[config.mk]
export PLATFORM = sky130hd
export DESIGN_NAME = dsp_mac_sequencer
export DESIGN_NICKNAME = d
export VERILOG_FILES = /design/src/rtl/dsp_mac_sequencer_pkg.sv /design/src/rtl/mac_drain_counter.sv /design/src/rtl/dsp_mac_sequencer.sv
export SDC_FILE = /design/constraint.sdc
export NUM_CORES = 1
export LEC_CHECK = 0
export BUFFER_PORTS_ARGS = -buffer_cell sky130_fd_sc_hd__buf_2
export CORE_MARGIN = 5
export CORE_UTILIZATION = 47
export DETAILED_ROUTE_END_ITERATION = 8
export GPL_ROUTABILITY_DRIVEN = 0
export PLACE_DENSITY = 0.88
export SLEW_MARGIN = 15
export SYNTH_ARGS = -nofsm -noshare
export SYNTH_HDL_FRONTEND = slang
export SYNTH_SLANG_ARGS = --single-unit
[constraint.sdc]
create_clock -name clk -period 4.2 [get_ports clk]
set_input_delay 0.42 -clock clk [delete_from_list [all_inputs] [get_ports clk]]
set_output_delay 0.42 -clock clk [all_outputs]
set_load 0.02 [all_outputs]
[src/rtl/dsp_mac_sequencer_pkg.sv]
// Shared FSM state encoding, opmode constants and widths for the DSP MAC
// sequencer and its drain counter.
package dsp_mac_sequencer_pkg;

  typedef enum logic [2:0] {
    ST_IDLE  = 3'd0,
    ST_CLEAR = 3'd1,
    ST_FEED  = 3'd2,
    ST_DRAIN = 3'd3,
    ST_DONE  = 3'd4
  } state_e;

  localparam logic [7:0] OPMODE_MAC_DFLT  = 8'h09;
  localparam logic [7:0] OPMODE_IDLE_DFLT = 8'h00;

  localparam int unsigned PIPE_LAT_MAX = 7;
  localparam int unsigned DRAIN_W      = 3;
  localparam int unsigned LEN_W        = 8;
  localparam int unsigned OPND_W       = 18;
  localparam int unsigned ACC_W        = 48;

endpackage

[src/rtl/mac_drain_counter.sv]
// Loadable down-counter that times the DSP pipeline drain; tc_o is high once
// the count has reached zero.
module mac_drain_counter
  import dsp_mac_sequencer_pkg::*;
#(
  parameter int unsigned LOAD_VAL = 3
) (
  input  logic clk,
  input  logic rst,
  input  logic load_i,
  input  logic en_i,
  output logic tc_o
);

  logic [DRAIN_W-1:0] count_q;
  logic [DRAIN_W-1:0] count_d;

  always_comb begin
    count_d = count_q;
    if (load_i) begin
      count_d = DRAIN_W'(LOAD_VAL);
    end else if (en_i && (count_q != '0)) begin
      count_d = count_q - DRAIN_W'(1);
    end
  end

  always_ff @(posedge clk) begin
    if (rst) begin
      count_q <= '0;
    end else begin
      count_q <= count_d;
    end
  end

  assign tc_o = (count_q == '0);

endmodule

[src/rtl/dsp_mac_sequencer.sv]
// Sequences a dot-product job through an external DSP slice: clears P, feeds
// operand pairs, drains the pipeline and hands the accumulated sum back.
module dsp_mac_sequencer
  import dsp_mac_sequencer_pkg::*;
#(
  parameter int unsigned PIPE_LAT    = 3,
  parameter logic [7:0]  OPMODE_MAC  = OPMODE_MAC_DFLT,
  parameter logic [7:0]  OPMODE_IDLE = OPMODE_IDLE_DFLT
) (
  input  logic                     clk,
  input  logic                     rst,
  input  logic                     start,
  input  logic [LEN_W-1:0]         len,
  input  logic                     in_valid,
  output logic                     in_ready,
  input  logic signed [OPND_W-1:0] in_a,
  input  logic signed [OPND_W-1:0] in_b,
  output logic signed [OPND_W-1:0] dsp_a,
  output logic signed [OPND_W-1:0] dsp_b,
  output logic [7:0]               dsp_opmode,
  output logic                     dsp_ce,
  output logic                     dsp_rstp,
  input  logic signed [ACC_W-1:0]  dsp_p,
  output logic                     busy,
  output logic                     res_valid,
  input  logic                     res_ready,
  output logic signed [ACC_W-1:0]  result
);

  state_e                  state_q;
  state_e                  state_d;
  logic [LEN_W-1:0]        remain_q;
  logic [LEN_W-1:0]        remain_d;
  logic signed [OPND_W-1:0] dsp_a_q;
  logic signed [OPND_W-1:0] dsp_a_d;
  logic signed [OPND_W-1:0] dsp_b_q;
  logic signed [OPND_W-1:0] dsp_b_d;
  logic signed [ACC_W-1:0] result_q;
  logic signed [ACC_W-1:0] result_d;
  logic                    xfer;
  logic                    last_xfer;
  logic                    drain_en;
  logic                    drain_tc;

  assign xfer      = (state_q == ST_FEED) && in_valid;
  assign last_xfer = xfer && (remain_q == LEN_W'(1));
  assign drain_en  = (state_q == ST_DRAIN);

  // Loaded on the last transfer so the capture lands PIPE_LAT+1 edges later.
  mac_drain_counter #(
    .LOAD_VAL (PIPE_LAT)
  ) u_drain (
    .clk    (clk),
    .rst    (rst),
    .load_i (last_xfer),
    .en_i   (drain_en),
    .tc_o   (drain_tc)
  );

  always_ff @(posedge clk) begin
    if (rst) begin
      state_q <= ST_IDLE;
    end else begin
      state_q <= state_d;
    end
  end

  always_comb begin
    state_d = state_q;
    unique case (state_q)
      ST_IDLE:  if (start) state_d = (len == '0) ? ST_DONE : ST_CLEAR;
      ST_CLEAR: state_d = ST_FEED;
      ST_FEED:  if (last_xfer) state_d = ST_DRAIN;
      ST_DRAIN: if (drain_tc) state_d = ST_DONE;
      ST_DONE:  if (res_ready) state_d = ST_IDLE;
      default:  state_d = ST_IDLE;
    endcase
  end

  // Operands are zero on any cycle without a transfer, so bubbles add nothing.
  always_comb begin
    remain_d = remain_q;
    result_d = result_q;
    dsp_a_d  = '0;
    dsp_b_d  = '0;
    unique case (state_q)
      ST_IDLE: begin
        if (start) begin
          remain_d = len;
          if (len == '0) result_d = '0;
        end
      end
      ST_FEED: begin
        if (in_valid) begin
          remain_d = remain_q - LEN_W'(1);
          dsp_a_d  = in_a;
          dsp_b_d  = in_b;
        end
      end
      ST_DRAIN: if (drain_tc) result_d = dsp_p;
      default: ;
    endcase
  end

  always_ff @(posedge clk) begin
    if (rst) begin
      remain_q <= '0;
      result_q <= '0;
      dsp_a_q  <= '0;
      dsp_b_q  <= '0;
    end else begin
      remain_q <= remain_d;
      result_q <= result_d;
      dsp_a_q  <= dsp_a_d;
      dsp_b_q  <= dsp_b_d;
    end
  end

  always_comb begin
    busy       = (state_q != ST_IDLE);
    in_ready   = (state_q == ST_FEED);
    res_valid  = (state_q == ST_DONE);
    dsp_ce     = (state_q != ST_IDLE);
    dsp_opmode = (state_q != ST_IDLE) ? OPMODE_MAC : OPMODE_IDLE;
    dsp_rstp   = rst || (state_q == ST_CLEAR);
  end

  assign dsp_a  = dsp_a_q;
  assign dsp_b  = dsp_b_q;
  assign result = result_q;

endmodule

### Yosys cells after proc, flatten, opt, wreduce, memory -nomap -nowiden

Index checks and enable logic that the tools add are counted.

| operators by class | value |
|---|---|
| reduce and logical (&&, ||, !) cells | 17 |
| bitwise logic cells | 2 |
| $add $sub $neg | 2 |
| muxes and demuxes | 16 |
| eq/ne operators | 11 |

Operators with widths:

| cell | number |
|---|---|
| $mux W48 | 3 |
| $pmux W48 S2 | 1 |
| $mux W8 | 2 |
| $pmux W8 S2 | 1 |
| $mux W3 | 5 |
| $pmux W3 S5 | 1 |
| $eq A8 B1 Y1 const B | 1 |
| $logic_not A8 Y1 | 1 |
| $ne A2 B2 Y1 const B | 4 |
| $reduce_and A4 Y1 | 2 |
| $sub A8 B1 Y8 const B | 1 |
| $eq A3 B2 Y1 const B | 2 |
| $logic_not A3 Y1 | 2 |
| $reduce_bool A2 Y1 | 3 |
| $reduce_bool A3 Y1 | 2 |
| $mux W2 | 2 |
| $mux W4 | 1 |
| $ne A2 B1 Y1 const B | 2 |
| $eq A3 B1 Y1 const B | 1 |
| $eq A3 B3 Y1 const B | 1 |
| $logic_and A1 B1 Y1 | 3 |
| $reduce_and A3 Y1 | 1 |
| $reduce_or A3 Y1 | 1 |
| $sub A3 B1 Y3 const B | 1 |
| 3 further kinds | 4 |

| word-level totals | value |
|---|---|
| flip-flop bits (word level) | 98 |
| input bits | 97 |
| output and inout port bits | 97 |
| word-level logic and storage cells | 55 |

### Longest topological paths before layout

Gate-level depths: netlist of the first run.

| logic depth | value |
|---|---|
| depth after elaboration | 5 |
| mapped depth | 9 |
| gate-level depth less buffers | 7 |

### By module

A second synthesis of the first run with hierarchy kept.

| unflattened totals | value |
|---|---|
| cells, all modules | 361 |
| area total of the unflattened synthesis | 3570.9 µm² |

By module, submodules not included:

| module | cells each | sequential area each (µm²) | times used | area an instance (µm²) |
|---|---|---|---|---|
| dsp_mac_sequencer | 344 | 1901.8 | 1 | 3387.0 |
| mac_drain_counter | 17 | 60.1 | 1 | 183.9 |

### Worst setup path after synthesis of the first run

No wires, ideal clock.

| timing | value |
|---|---|
| path type | input-to-reg |
| from | in len[4] |
| to | reg result_q[11], in the netlist result[11] |
| data arrival time | 1.701 ns |
| library setup time | 0.117 ns |
| data required time | 4.083 ns |
| path slack | 2.383 ns |
| path buffers | 2 |
| stages on the path | 6 |
| cells stage by stage | or4_4 > nor2_2 > a311oi_1 > buf_6 > buf_6 > a22o_1 |

| on the way | value |
|---|---|
| word-level cells in the longest chain between the ends | 3 |

Ends and longest elaborated chain:

| item | line | text |
|---|---|---|
| start: declaration | dsp_mac_sequencer.sv:13 | `input logic [LEN_W-1:0] len,` |
| $logic_not A8 Y1 | dsp_mac_sequencer.sv:90 | `if (len == '0) result_d = '0;` |
| $ne A2 B2 Y1 (no line) | - |  |
| $reduce_and A4 Y1 (no line) | - |  |
| end signal: assignment | dsp_mac_sequencer.sv:113 | `result_q <= result_d;` |
| end: declaration | dsp_mac_sequencer.sv:38 | `logic signed [ACC_W-1:0] result_q;` |

Every way passes these cells.
A chain may end at the register's enable or synchronous reset.

### Worst setup path in the final report of the first run

| timing | value |
|---|---|
| from | reg state_q[1] |
| to | out in_ready |

| on the way | value |
|---|---|
| word-level cells in the longest chain between the ends | 1 |

Ends and longest elaborated chain:

| item | line | text |
|---|---|---|
| start: declaration | dsp_mac_sequencer.sv:30 | `state_e state_q;` |
| start signal: assignment | dsp_mac_sequencer.sv:64 | `state_q <= state_d;` |
| $eq A3 B2 Y1 | dsp_mac_sequencer.sv:121 | `in_ready = (state_q == ST_FEED);` |
| end: declaration | dsp_mac_sequencer.sv:15 | `output logic in_ready,` |

Every way passes these cells.

==> out/qor.csv, run 1 <==
stage;metric;value;unit
run_status;outcome;complete, no violations;
clocking;CTS tree;built;
yosys;Synth Instances;307;
pwr;Worst VDD drop;0.238;mV
floorplan;# IOs;194;
yosys;Synth cell types;42;
drt;Total Wirelength;8780;um
setup_path;critical path arrival;1830;ps
timing;Fin. Hold Viols;0;
setup_path;crit-path cells;or3b_1 > clkinv_2 > buf_2;
setup_path;CP Launch Point;state_q[1];
setup_path;Worst R2R Path Depth;8;
timing;setup_tns;0;ps
floorplan;Die Area;8960;um^2
final_layout;commonest non-fill, non-tap cell in the layout;buf_2;
yosys;Post-synth ARST share;0;%
drt;1st-pass router iterations;4;
timing;RSZ-0062 raised after global routing;no;
clocking;Post-CTS Resized;0;
setup_path;Crit Path Max Fanout;14;
final_layout;Antenna diodes;0;
global_routing;largest net degree at the start of global routing;49;
clocking;Skew-Pair Late Insertion Delay;350;ps
final_layout;layout cell share with drive strength beyond 1;43.5;%
final_layout;Layout area overhead;34.3;%
global_routing;antenna violations before repair;0;
global_routing;global-route wire length before repair;13100;um
global_routing;vias in the first global route;2782;
floorplan;core area;6870;um^2
global_routing;gr ovfl total;0;
setup_path;R2R Setup Slk;2060;ps
min_path;Hold WC Path Type;input pin to register;
drt;routed vias;2882;
clocking;Clock transition at path regs;90;ps
setup_path;slowest stage delay, CP;590;ps
flow_run;maxcap violations;0;
timing;fin crit share;53.6;%
floorplan;Initial Util;49.0;%
global_routing;Total GRT Usage;18.5;%
pwr;Pwr Total;0.00181;W
yosys;most common flop cell mapped by yosys;dfxtp_1;
timing;final setup vio count;0;
floorplan;die width;94.6;um
setup_path;Required @ worst endpoint;3780;ps
clocking;setup bufs post-CTS;0;
timing;Least-Margin Pin Slew;1050;ps
final_layout;register area;1960;um^2
final_layout;Non-Filler Instances;583;
yosys;Post-synth EDFFs;0;
drt;post-DR wirelength/cell;15.1;um
clocking;CTS root buf;clkbuf_8;
floorplan;row cnt;30;
final_layout;Final Net Count;584;
min_path;HP Start;in_b[17];
placement;port bufs;187;
yosys;register area share after synthesis;58.3;%
yosys;Syn Area/Cell;11.0;um^2
drt;vias per cell;4.94;
setup_path;Reg-to-Reg Start;u_drain.count_q[0];
clocking;Hold-fix buffers, CTS;0;
setup_path;startpoint type of the worst setup path;register;
timing;FMAX;0.444;GHz
clocking;count of clock tree sinks;98;
timing;skew final;7.46;ps
clocking;Clock Path Buffers;2;
setup_path;r2r endpoint;result[23];
drt;Starting DRT DRC Count;62;
yosys;number of synthesized register bits;98;
setup_path;CP max stage cell;or3b_1;
drt;drc violations;0;
pwr;leakage;2.28;nW
clocking;H-tree depth;3;
clocking;Num CTS Buffers;9;
final_layout;commonest cells after routing, fill and taps aside;187 x buf_2, 98 x dfxtp_1, 48 x a22o_1;
setup_path;Crit. End Element;primary output;
yosys;Mapped Area;3370;um^2
timing;Hold WS;263;ps
final_layout;filler cell count in the final layout;529;
placement;post-DP HPWL;6760;um
timing;min cycle time layout;2250;ps
drt;Post-DRT Antenna Nets;0;
timing;Max Slew Vio Count;0;
placement;placed cells;568;
final_layout;area of the multi-input gates;1240;um^2
yosys;yosys warns;0;
pwr;pwr/cell area;400;nW/um^2
setup_path;WS Path Type;register to primary output;
setup_path;worst setup path endpoint;in_ready;
timing;Worst slew margin;29.9;%
floorplan;Die Ht;94.6;um
## registers in the layout (all words and copies together) (netlist names)
| name | cells |
|---|---|
| result | 48 |
| dsp_a | 18 |
| dsp_b | 18 |
| remain_q | 8 |
| state_q | 3 |
| u_drain.count_q | 3 |
## per-layer routing
layer  wire length (um)  up-vias  track usage [%]  share of wire (%)
met1               3240     1308             19.9                 37
met3               1090       11             8.37                 12
li1                   -     1414                -                  -
met4                104        0             6.01                1.2
met2               4350      149             32.4                 50
met5                  0        -                0                  0
## power breakdown
part / internal (W) / switching [W] / leakage [nW]
sequential: 0.000951 / 0.0000156 / 0.792
combinational: 0.0000795 / 0.000110 / 1.38
clock: 0.000336 / 0.000315 / 0.110
total: 0.00137 / 0.000441 / 2.28
## final cells by class
| cell class | count | area share, % |
|---|---|---|
| Clock buffer | 9 | 2.74 |
| Clock inverter | 6 | 2.02 |
| Inverter | 9 | 0.775 |
| Multi-Input combinational cell | 177 | 27.5 |
| Sequential cell | 98 | 43.4 |
| Tap cell | 96 | 2.66 |
| Timing Repair Buffer | 188 | 20.9 |
## how the worst min path moves through the flow
| stage | end | slack, ps | cells after the start |
|---|---|---|---|
| 4_1_cts | dsp_b[15] | 240 | 2 |
| 3_5_place_dp | result[12] | 460 | 1 |
| 5_1_grt | dsp_b[1] | 230 | 2 |
| 2_1_floorplan | remain_q[1] | 440 | 2 |
| 6_report | dsp_b[17] | 260 | 2 |
| 3_3_place_gp | result[25] | 460 | 1 |
## Yosys cell counts (all sizes together) (2+ instances only)
cell,count,area [um^2]
a211oi,3,22.5
a21o,4,30.0
a21oi,14,70.1
a22o,48,420
and2,37,231
buf,19,135
clkbuf,9,33.8
dfxtp,98,1960
ha,4,50.1
inv,8,30.0
nand2,10,37.5
nand2b,2,12.5
nand3,5,25.0
nor2,10,47.6
nor2b,2,12.5
nor3,3,15.0
nor4,4,25.0
o211ai,3,22.5
o21ai,5,25.0
or4,2,22.5
## kinds of logic (layout without fill, tap and decap cells)
logic type | Yosys count | in the layout | share of synthesized area, %
compound gates | 81 | 81 | 18.5
xor+xnor | 1 | 1 | 0.260
fa+ha+maj | 4 | 4 | 1.49
buf+inv | 37 | 212 | 6.06
flops | 98 | 98 | 58.3
mux | 2 | 2 | 0.632
other cells | 1 | 6 | 0.111
simple gates | 83 | 83 | 14.7
## critical path, delay by kind of cell (launching register included)
kind                   cells  cell delay, ps
DFF                        1             490
and+or+nand+nor            1             590
buffers and inverters      2             410
## stage by stage
stage / worst slack (ps) / cell area, um^2 / utilization, %
floorplan: 2380 / 3390 / -
finish: 1950 / 4520 / 65.8
global placement: 2130 / 4310 / 62.7
detailed placement: 2080 / 4310 / 62.7
CTS: 1930 / 4520 / 65.8
global route: 1820 / 4520 / 65.8
No activity file was read; power rests on OpenSTA's default activity.
==> run 2, diff against run 1 <==
--- a/config.mk
+++ b/config.mk
@@ -5,12 +5,13 @@
 export SDC_FILE = /design/constraint.sdc
 export NUM_CORES = 1
 export LEC_CHECK = 0
+export ABC_AREA = 1
 export BUFFER_PORTS_ARGS = -buffer_cell sky130_fd_sc_hd__buf_2
 export CORE_MARGIN = 5
-export CORE_UTILIZATION = 47
+export CORE_UTILIZATION = 45
 export DETAILED_ROUTE_END_ITERATION = 8
 export GPL_ROUTABILITY_DRIVEN = 0
-export PLACE_DENSITY = 0.88
+export PLACE_DENSITY = 0.83
 export SLEW_MARGIN = 15
 export SYNTH_ARGS = -nofsm -noshare
 export SYNTH_HDL_FRONTEND = slang
==> constraint.sdc (replaced) <==
create_clock -name clk -period 2.1 [get_ports clk]
set_input_delay 0.21 -clock clk [delete_from_list [all_inputs] [get_ports clk]]
set_output_delay 0.21 -clock clk [all_outputs]
set_load 0.02 [all_outputs]
==> out/qor.csv, run 2 <==
stage;metric;value;unit;change
yosys;number of synthesized register bits;98;;unchanged
clocking;H-tree depth;3;;unchanged
timing;final setup vio count;0;;unchanged
timing;Least-Margin Pin Slew;635;ps;-414 ps
flow_run;maxcap violations;0;;unchanged
yosys;share of the synthesized area in the top cell type;52.7;%;-5.6 points
clocking;Clock transition at path regs;100;ps;about the same
floorplan;die width;101;um;+6.7%
floorplan;Die Area;10200;um^2;+14%
yosys;Post-synth EDFFs;0;;unchanged
run_status;outcome;complete, no violations;;
global_routing;gr ovfl total;0;;unchanged
clocking;setup bufs post-CTS;0;;unchanged
setup_path;Reg-to-Reg Start;u_drain.count_q[0];;
placement;port bufs;187;;unchanged
yosys;Post-synth top cells;140 x nand2_1, 98 x dfxtp_1, 59 x a21oi_1;;
timing;min cycle time layout;1820;ps;
drt;drc violations;0;;unchanged
yosys;largest cells by area after synthesis;dfxtp_1 53%, nand2_1 14%, a21oi_1 7.9%, inv_1 5.8%, nor2_1 5.8%;;
drt;Post-DRT Antenna Nets;0;;unchanged
drt;Total Wirelength;9370;um;+6.8%
setup_path;Worst R2R Path Depth;11;;+3
yosys;Post-synth ARST share;0;%;unchanged
timing;setup_tns;0;ps;unchanged
final_layout;commonest cells after routing, fill and taps aside;187 x buf_2, 140 x nand2_1, 98 x dfxtp_1;;
final_layout;Layout area overhead;29.7;%;
setup_path;CP max stage cell;dfxtp_1;;
yosys;count leader, synth;nand2_1;;
global_routing;Total GRT Usage;18.1;%;-0.47 points
min_path;HP Start;in_a[14];;
setup_path;WS Path Type;register to register;;
yosys;yosys warns;0;;unchanged
setup_path;crit-path cells;inv_1 > ha_1 > ha_1 > inv_1 > nand4_4 > nand2_2 > inv_2 > nand2_4 > buf_12 > nand2_1 > a21oi_1;;
final_layout;Final Net Count;768;;+32%
clocking;CTS root buf;clkbuf_8;;
floorplan;# IOs;194;;unchanged
setup_path;Crit. End Element;register;;
timing;Worst slew margin;57.5;%;+28 points
placement;post-DP HPWL;7230;um;+6.9%
min_path;Hold WC Path Type;input pin to register;;
floorplan;core area;8130;um^2;+18%
final_layout;commonest non-fill, non-tap cell in the layout;buf_2;;
timing;fin crit share;86.9;%;
clocking;Num CTS Buffers;9;;unchanged
final_layout;layout cell share with drive strength beyond 1;32.9;%;-11 points
yosys;Synth Instances;491;;+60%
yosys;Syn Area/Cell;7.59;um^2;-31%
setup_path;Required @ worst endpoint;2360;ps;-1420 ps
placement;setup slack at placement;282;ps;-1800 ps
pwr;leakage;2.53;nW;+11%
timing;FMAX;0.548;GHz;
final_layout;post-layout util;59.4;%;-6.4 points
clocking;Skew-Pair Late Insertion Delay;350;ps;about the same
setup_path;Crit Path Max Fanout;35;;+21
floorplan;row cnt;33;;+10%
clocking;count of clock tree sinks;98;;unchanged
drt;vias per cell;4.68;;-5.4%
timing;Max Slew Vio Count;0;;unchanged
timing;Hold WS;63.5;ps;-199 ps
pwr;pwr/cell area;1060;nW/um^2;+170%
clocking;Clock Path Buffers;2;;unchanged
yosys;most common flop cell mapped by yosys;dfxtp_1;;
final_layout;Largest register FFs;48;;unchanged
setup_path;R2R Setup Slk;280;ps;-1780 ps
setup_path;critical path arrival;2090;ps;+260 ps
timing;Fin. Hold Viols;0;;unchanged
setup_path;slowest stage delay, CP;350;ps;-240 ps
placement;placed cells;761;;+34%
setup_path;r2r endpoint;result[33];;
floorplan;Die Ht;101;um;+6.7%
clocking;CTS tree;built;;
min_path;Hold Path End;dsp_a[14];;
global_routing;global-route wire length before repair;15100;um;+15%
yosys;Synth cell types;27;;-36%
timing;RSZ-0062 raised after global routing;no;;
yosys;register area share after synthesis;52.7;%;-5.6 points
clocking;Hold-fix buffers, CTS;0;;unchanged
timing;skew final;12.9;ps;+5.44 ps
setup_path;startpoint type of the worst setup path;register;;
timing;fin worst setup slack;276;ps;-1670 ps
floorplan;Initial Util;45.8;%;-3.2 points
yosys;Mapped Area;3730;um^2;+11%
final_layout;Non-Filler Instances;776;;+33%
min_path;Hold Path Stages;3;;+1
global_routing;antenna violations before repair;0;;unchanged
global_routing;largest net degree at the start of global routing;57;;+16%
final_layout;Antenna diodes;0;;unchanged
global_routing;vias in the first global route;3555;;+28%
drt;1st-pass router iterations;4;;unchanged
drt;routed vias;3629;;+26%
clocking;Post-CTS Resized;0;;unchanged
drt;post-DR wirelength/cell;12.1;um;-20%
yosys;Synth area leader;dfxtp_1;;
pwr;Worst VDD drop;0.476;mV;+100%
drt;Starting DRT DRC Count;148;;+140%
## run 2: cell families after synthesis
logic type | count (synthesis) | share of synthesized area (%)
buffers and inverters | 92 | 11.4
AO/OA/AOI/OAI | 74 | 10.2
adder cells (fa/ha/maj) | 4 | 1.34
AND/OR/NAND/NOR | 221 | 24.1
flip-flops | 98 | 52.7
other | 1 | 0.101
XOR/XNOR | 1 | 0.235
## run 2: metrics by stage
stage	power (W)	cell area, um^2
after global routing	0.00550	4830
after CTS	0.00518	4830
after global placement	0.00405	4660
after floorplan	0.00367	3740
after detailed placement	0.00412	4660
final	0.00513	4830
## run 2: area by class of cell
class                      instances  area [um^2]
fill                             737         3300
multi-input combinational        306         1360
tap                              105          131
inverter                          61          231
timing repair buffer             191          978
sequential                        98         1960
clock buffer                      10          128
clock inverter                     5         40.0
## run 2: worst max path at each step
stage                       start          to  slack [ps]  cells after the start
6_report       u_drain.count_q[0]  result[33]         280                     11
5_1_grt        u_drain.count_q[0]  result[30]          80                     11
4_1_cts        u_drain.count_q[0]  result[33]         260                     11
3_5_place_dp   u_drain.count_q[0]  result[33]         280                     11
3_3_place_gp   u_drain.count_q[0]  result[29]         390                     11
2_1_floorplan  u_drain.count_q[0]  result[12]         520                     12
## run 2: metal layers
layer  share of wire [%]  vias up  global-route usage, %
met4                 1.9        0                   6.44
met5                   0        -                      0
li1                    -     1833                      -
met3                  11       15                   7.47
met2                  49      159                   31.3
met1                  37     1622                   19.8
## run 2: report_power, final
group          total (W)  internal (W)  leakage, nW  switching, W
registers        0.00227       0.00210        0.794      0.000163
logic            0.00181      0.000603         1.66       0.00121
clock network    0.00106      0.000431       0.0750      0.000628
total            0.00513       0.00314         2.53       0.00200
## run 2: critical path: cells and delay by family (launching register included)
family | cells | cell delay (ps)
and+or+nand+nor | 4 | 470
buffers and inverters | 4 | 400
adders and majority gates | 2 | 380
DFF | 1 | 350
AOI/OAI and AO/OA | 1 | 140
==> run 3, diff against run 2 <==
--- a/config.mk
+++ b/config.mk
@@ -6,12 +6,13 @@
 export NUM_CORES = 1
 export LEC_CHECK = 0
 export ABC_AREA = 1
-export BUFFER_PORTS_ARGS = -buffer_cell sky130_fd_sc_hd__buf_2
+export BUFFER_PORTS_ARGS = -buffer_cell sky130_fd_sc_hd__clkbuf_2
 export CORE_MARGIN = 5
 export CORE_UTILIZATION = 45
 export DETAILED_ROUTE_END_ITERATION = 8
 export GPL_ROUTABILITY_DRIVEN = 0
 export PLACE_DENSITY = 0.83
+export SETUP_SLACK_MARGIN = 0.2
 export SLEW_MARGIN = 15
 export SYNTH_ARGS = -nofsm -noshare
 export SYNTH_HDL_FRONTEND = slang
==> out/qor.csv, run 3 (same netlist as run 2, synthesis figures left out) <==
stage;metric;value;unit;change
run_status;outcome;complete, no violations;;
setup_path;slowest stage delay, CP;350;ps;about the same
timing;skew final;13.4;ps;+0.524 ps
clocking;CTS root buf;clkbuf_8;;
final_layout;Final Net Count;767;;-0.13%
setup_path;Crit. End Element;register;;
global_routing;met2 Resource Use GR;31.6;%;+0.25 points
setup_path;CP max stage cell;dfxtp_1;;
final_layout;filler cell count in the final layout;729;;-1.1%
drt;Starting DRT DRC Count;140;;-5.4%
clocking;Skew-Pair Late Insertion Delay;350;ps;about the same
setup_path;Bufs and invs on worst path;3;;-1
setup_path;Crit Path Max Fanout;49;;+40%
final_layout;layout cell share with drive strength beyond 1;32.8;%;-0.10 points
drt;vias per cell;4.59;;-1.8%
setup_path;crit-path leading delay family;simple AND/OR/NAND/NOR gates;;
drt;drc violations;0;;unchanged
timing;Least-Margin Pin Slew;629;ps;-6.37 ps
global_routing;Total GRT Usage;17.7;%;-0.38 points
clocking;CTS tree;built;;
drt;post-DR wirelength/cell;11.9;um;-1.9%
final_layout;Layout area overhead;30.0;%;
min_path;Hold WC Path Type;input pin to register;;
floorplan;core area;8130;um^2;unchanged
timing;RSZ-0062 raised after global routing;no;;
final_layout;commonest cells after routing, fill and taps aside;187 x clkbuf_2, 140 x nand2_1, 98 x dfxtp_1;;
global_routing;antenna violations before repair;0;;unchanged
pwr;pwr/cell area;1080;nW/um^2;+1.7%
global_routing;global-route wire length before repair;14800;um;-1.9%
setup_path;critical path arrival;2020;ps;-70 ps
final_layout;Largest register FFs;48;;unchanged
final_layout;design area;4840;um^2;+0.26%
timing;Max Slew Vio Count;0;;unchanged
floorplan;Initial Util;45.8;%;unchanged
clocking;H-tree depth;3;;unchanged
timing;Fin. Hold Viols;0;;unchanged
setup_path;WS Path Type;register to register;;
setup_path;startpoint type of the worst setup path;register;;
floorplan;Die Area;10200;um^2;unchanged
timing;setup_tns;0;ps;unchanged
floorplan;die width;101;um;unchanged
placement;post-DP HPWL;7100;um;-1.7%
global_routing;GR peak layer;met2;;
setup_path;Required @ worst endpoint;2380;ps;+20 ps
global_routing;gr ovfl total;0;;unchanged
drt;Post-DRT Antenna Nets;0;;unchanged
final_layout;commonest non-fill, non-tap cell in the layout;clkbuf_2;;
timing;Worst slew margin;57.9;%;+0.43 points
global_routing;met1 Track Usage GR;19.0;%;-0.83 points
global_routing;largest net degree at the start of global routing;57;;unchanged
pwr;leakage;2.48;nW;-2.0%
global_routing;met3 Track Usage GR;7.61;%;+0.14 points
setup_path;crit-path cells;inv_1 > ha_1 > ha_1 > inv_1 > nand4_4 > nand2_2 > inv_2 > nand2_8 > nand2_1 > a21oi_1;;
timing;FMAX;0.574;GHz;+4.8%
floorplan;Die Ht;101;um;unchanged
flow_run;maxcap violations;0;;unchanged
drt;1st-pass router iterations;4;;unchanged
timing;final setup vio count;0;;unchanged
timing;fin crit share;82.9;%;-4.0 points
pwr;Worst VDD drop;0.587;mV;+23%
final_layout;Antenna diodes;0;;unchanged
clocking;Hold-fix buffers, CTS;0;;unchanged
floorplan;row cnt;33;;unchanged
final_layout;area of the multi-input gates;1370;um^2;+0.64%
clocking;count of clock tree sinks;98;;unchanged
pwr;Pwr Total;0.00524;W;+2.0%
global_routing;vias in the first global route;3424;;-3.7%
drt;routed vias;3560;;-1.9%
placement;port bufs;187;;unchanged
clocking;Clock Path Buffers;2;;unchanged
placement;Placed Instance Area;4640;um^2;-0.43%
clocking;Num CTS Buffers;9;;unchanged
clocking;setup bufs post-CTS;0;;unchanged
drt;Total Wirelength;9190;um;-2.0%
clocking;Clock transition at path regs;100;ps;about the same
timing;min cycle time layout;1740;ps;-83.4 ps
floorplan;# IOs;194;;unchanged
final_layout;register area;1960;um^2;unchanged
[run 3: cell types whose count changed in the layout (fill, tap and decap cells not counted)]
cell,previous run,this run
nand2_4,1,0
clkinvlp_4,3,1
buf_2,187,0
buf_12,1,0
clkinv_4,1,2
nand2_8,0,1
clkbuf_2,0,187
bufinv_16,0,1
[run 3: final timing paths]
check / start / to / slack (ps) / cells after the start
hold / removal: in_a[6] / dsp_a[6] / 50 / 3
setup / recovery: u_drain.count_q[0] / result[20] / 360 / 10
hold reg to reg: result[43] / result[43] / 460 / 2
setup reg to reg: u_drain.count_q[0] / result[20] / 360 / 10
[run 3: area by class of cell]
type | instances | share of cell area, %
sequential | 98 | 40.5
timing repair buffer | 190 | 19.8
clock buffer | 10 | 2.63
clock inverter | 5 | 1.32
inverter | 61 | 4.78
multi-input combinational | 306 | 28.3
tap | 105 | 2.71
[run 3: timing repair]
item                                    CTS  global route
gates resized for setup                   1             0
pin swaps                                 0             1
gates cloned                              0             0
endpoints found under the setup margin    1             6
[run 3: report_power, final]
group	internal (W)	switching [W]
clock network	0.000553	0.000621
logic	0.000587	0.00120
registers	0.00210	0.000173
total	0.00325	0.00199
[run 3: tightest hold or removal path, stage by stage]
cell	delay, ps
clkbuf_2	80
inv_1	40
nor2_1	30
[run 3: per-stage QoR]
| step | hold slack, ps | worst slack (ps) | util [%] | cells |
|---|---|---|---|---|
| after floorplan | 322 | 521 | - | 496 |
| after global routing | 24.3 | 202 | 59.5 | 775 |
| final | 46.4 | 359 | 59.5 | 775 |
| after global placement | 407 | 332 | 57.1 | 760 |
| after CTS | 22.7 | 340 | 59.5 | 775 |
| after detailed placement | 410 | 221 | 57.1 | 760 |
[run 3: layer usage]
layer / wire length (um) / up-vias / part of all wire, %
met5: 0 / - / 0
met4: 80 / 0 / 0.87
met3: 1000 / 8 / 11
met2: 4490 / 130 / 49
met1: 3620 / 1590 / 39
li1: - / 1832 / -
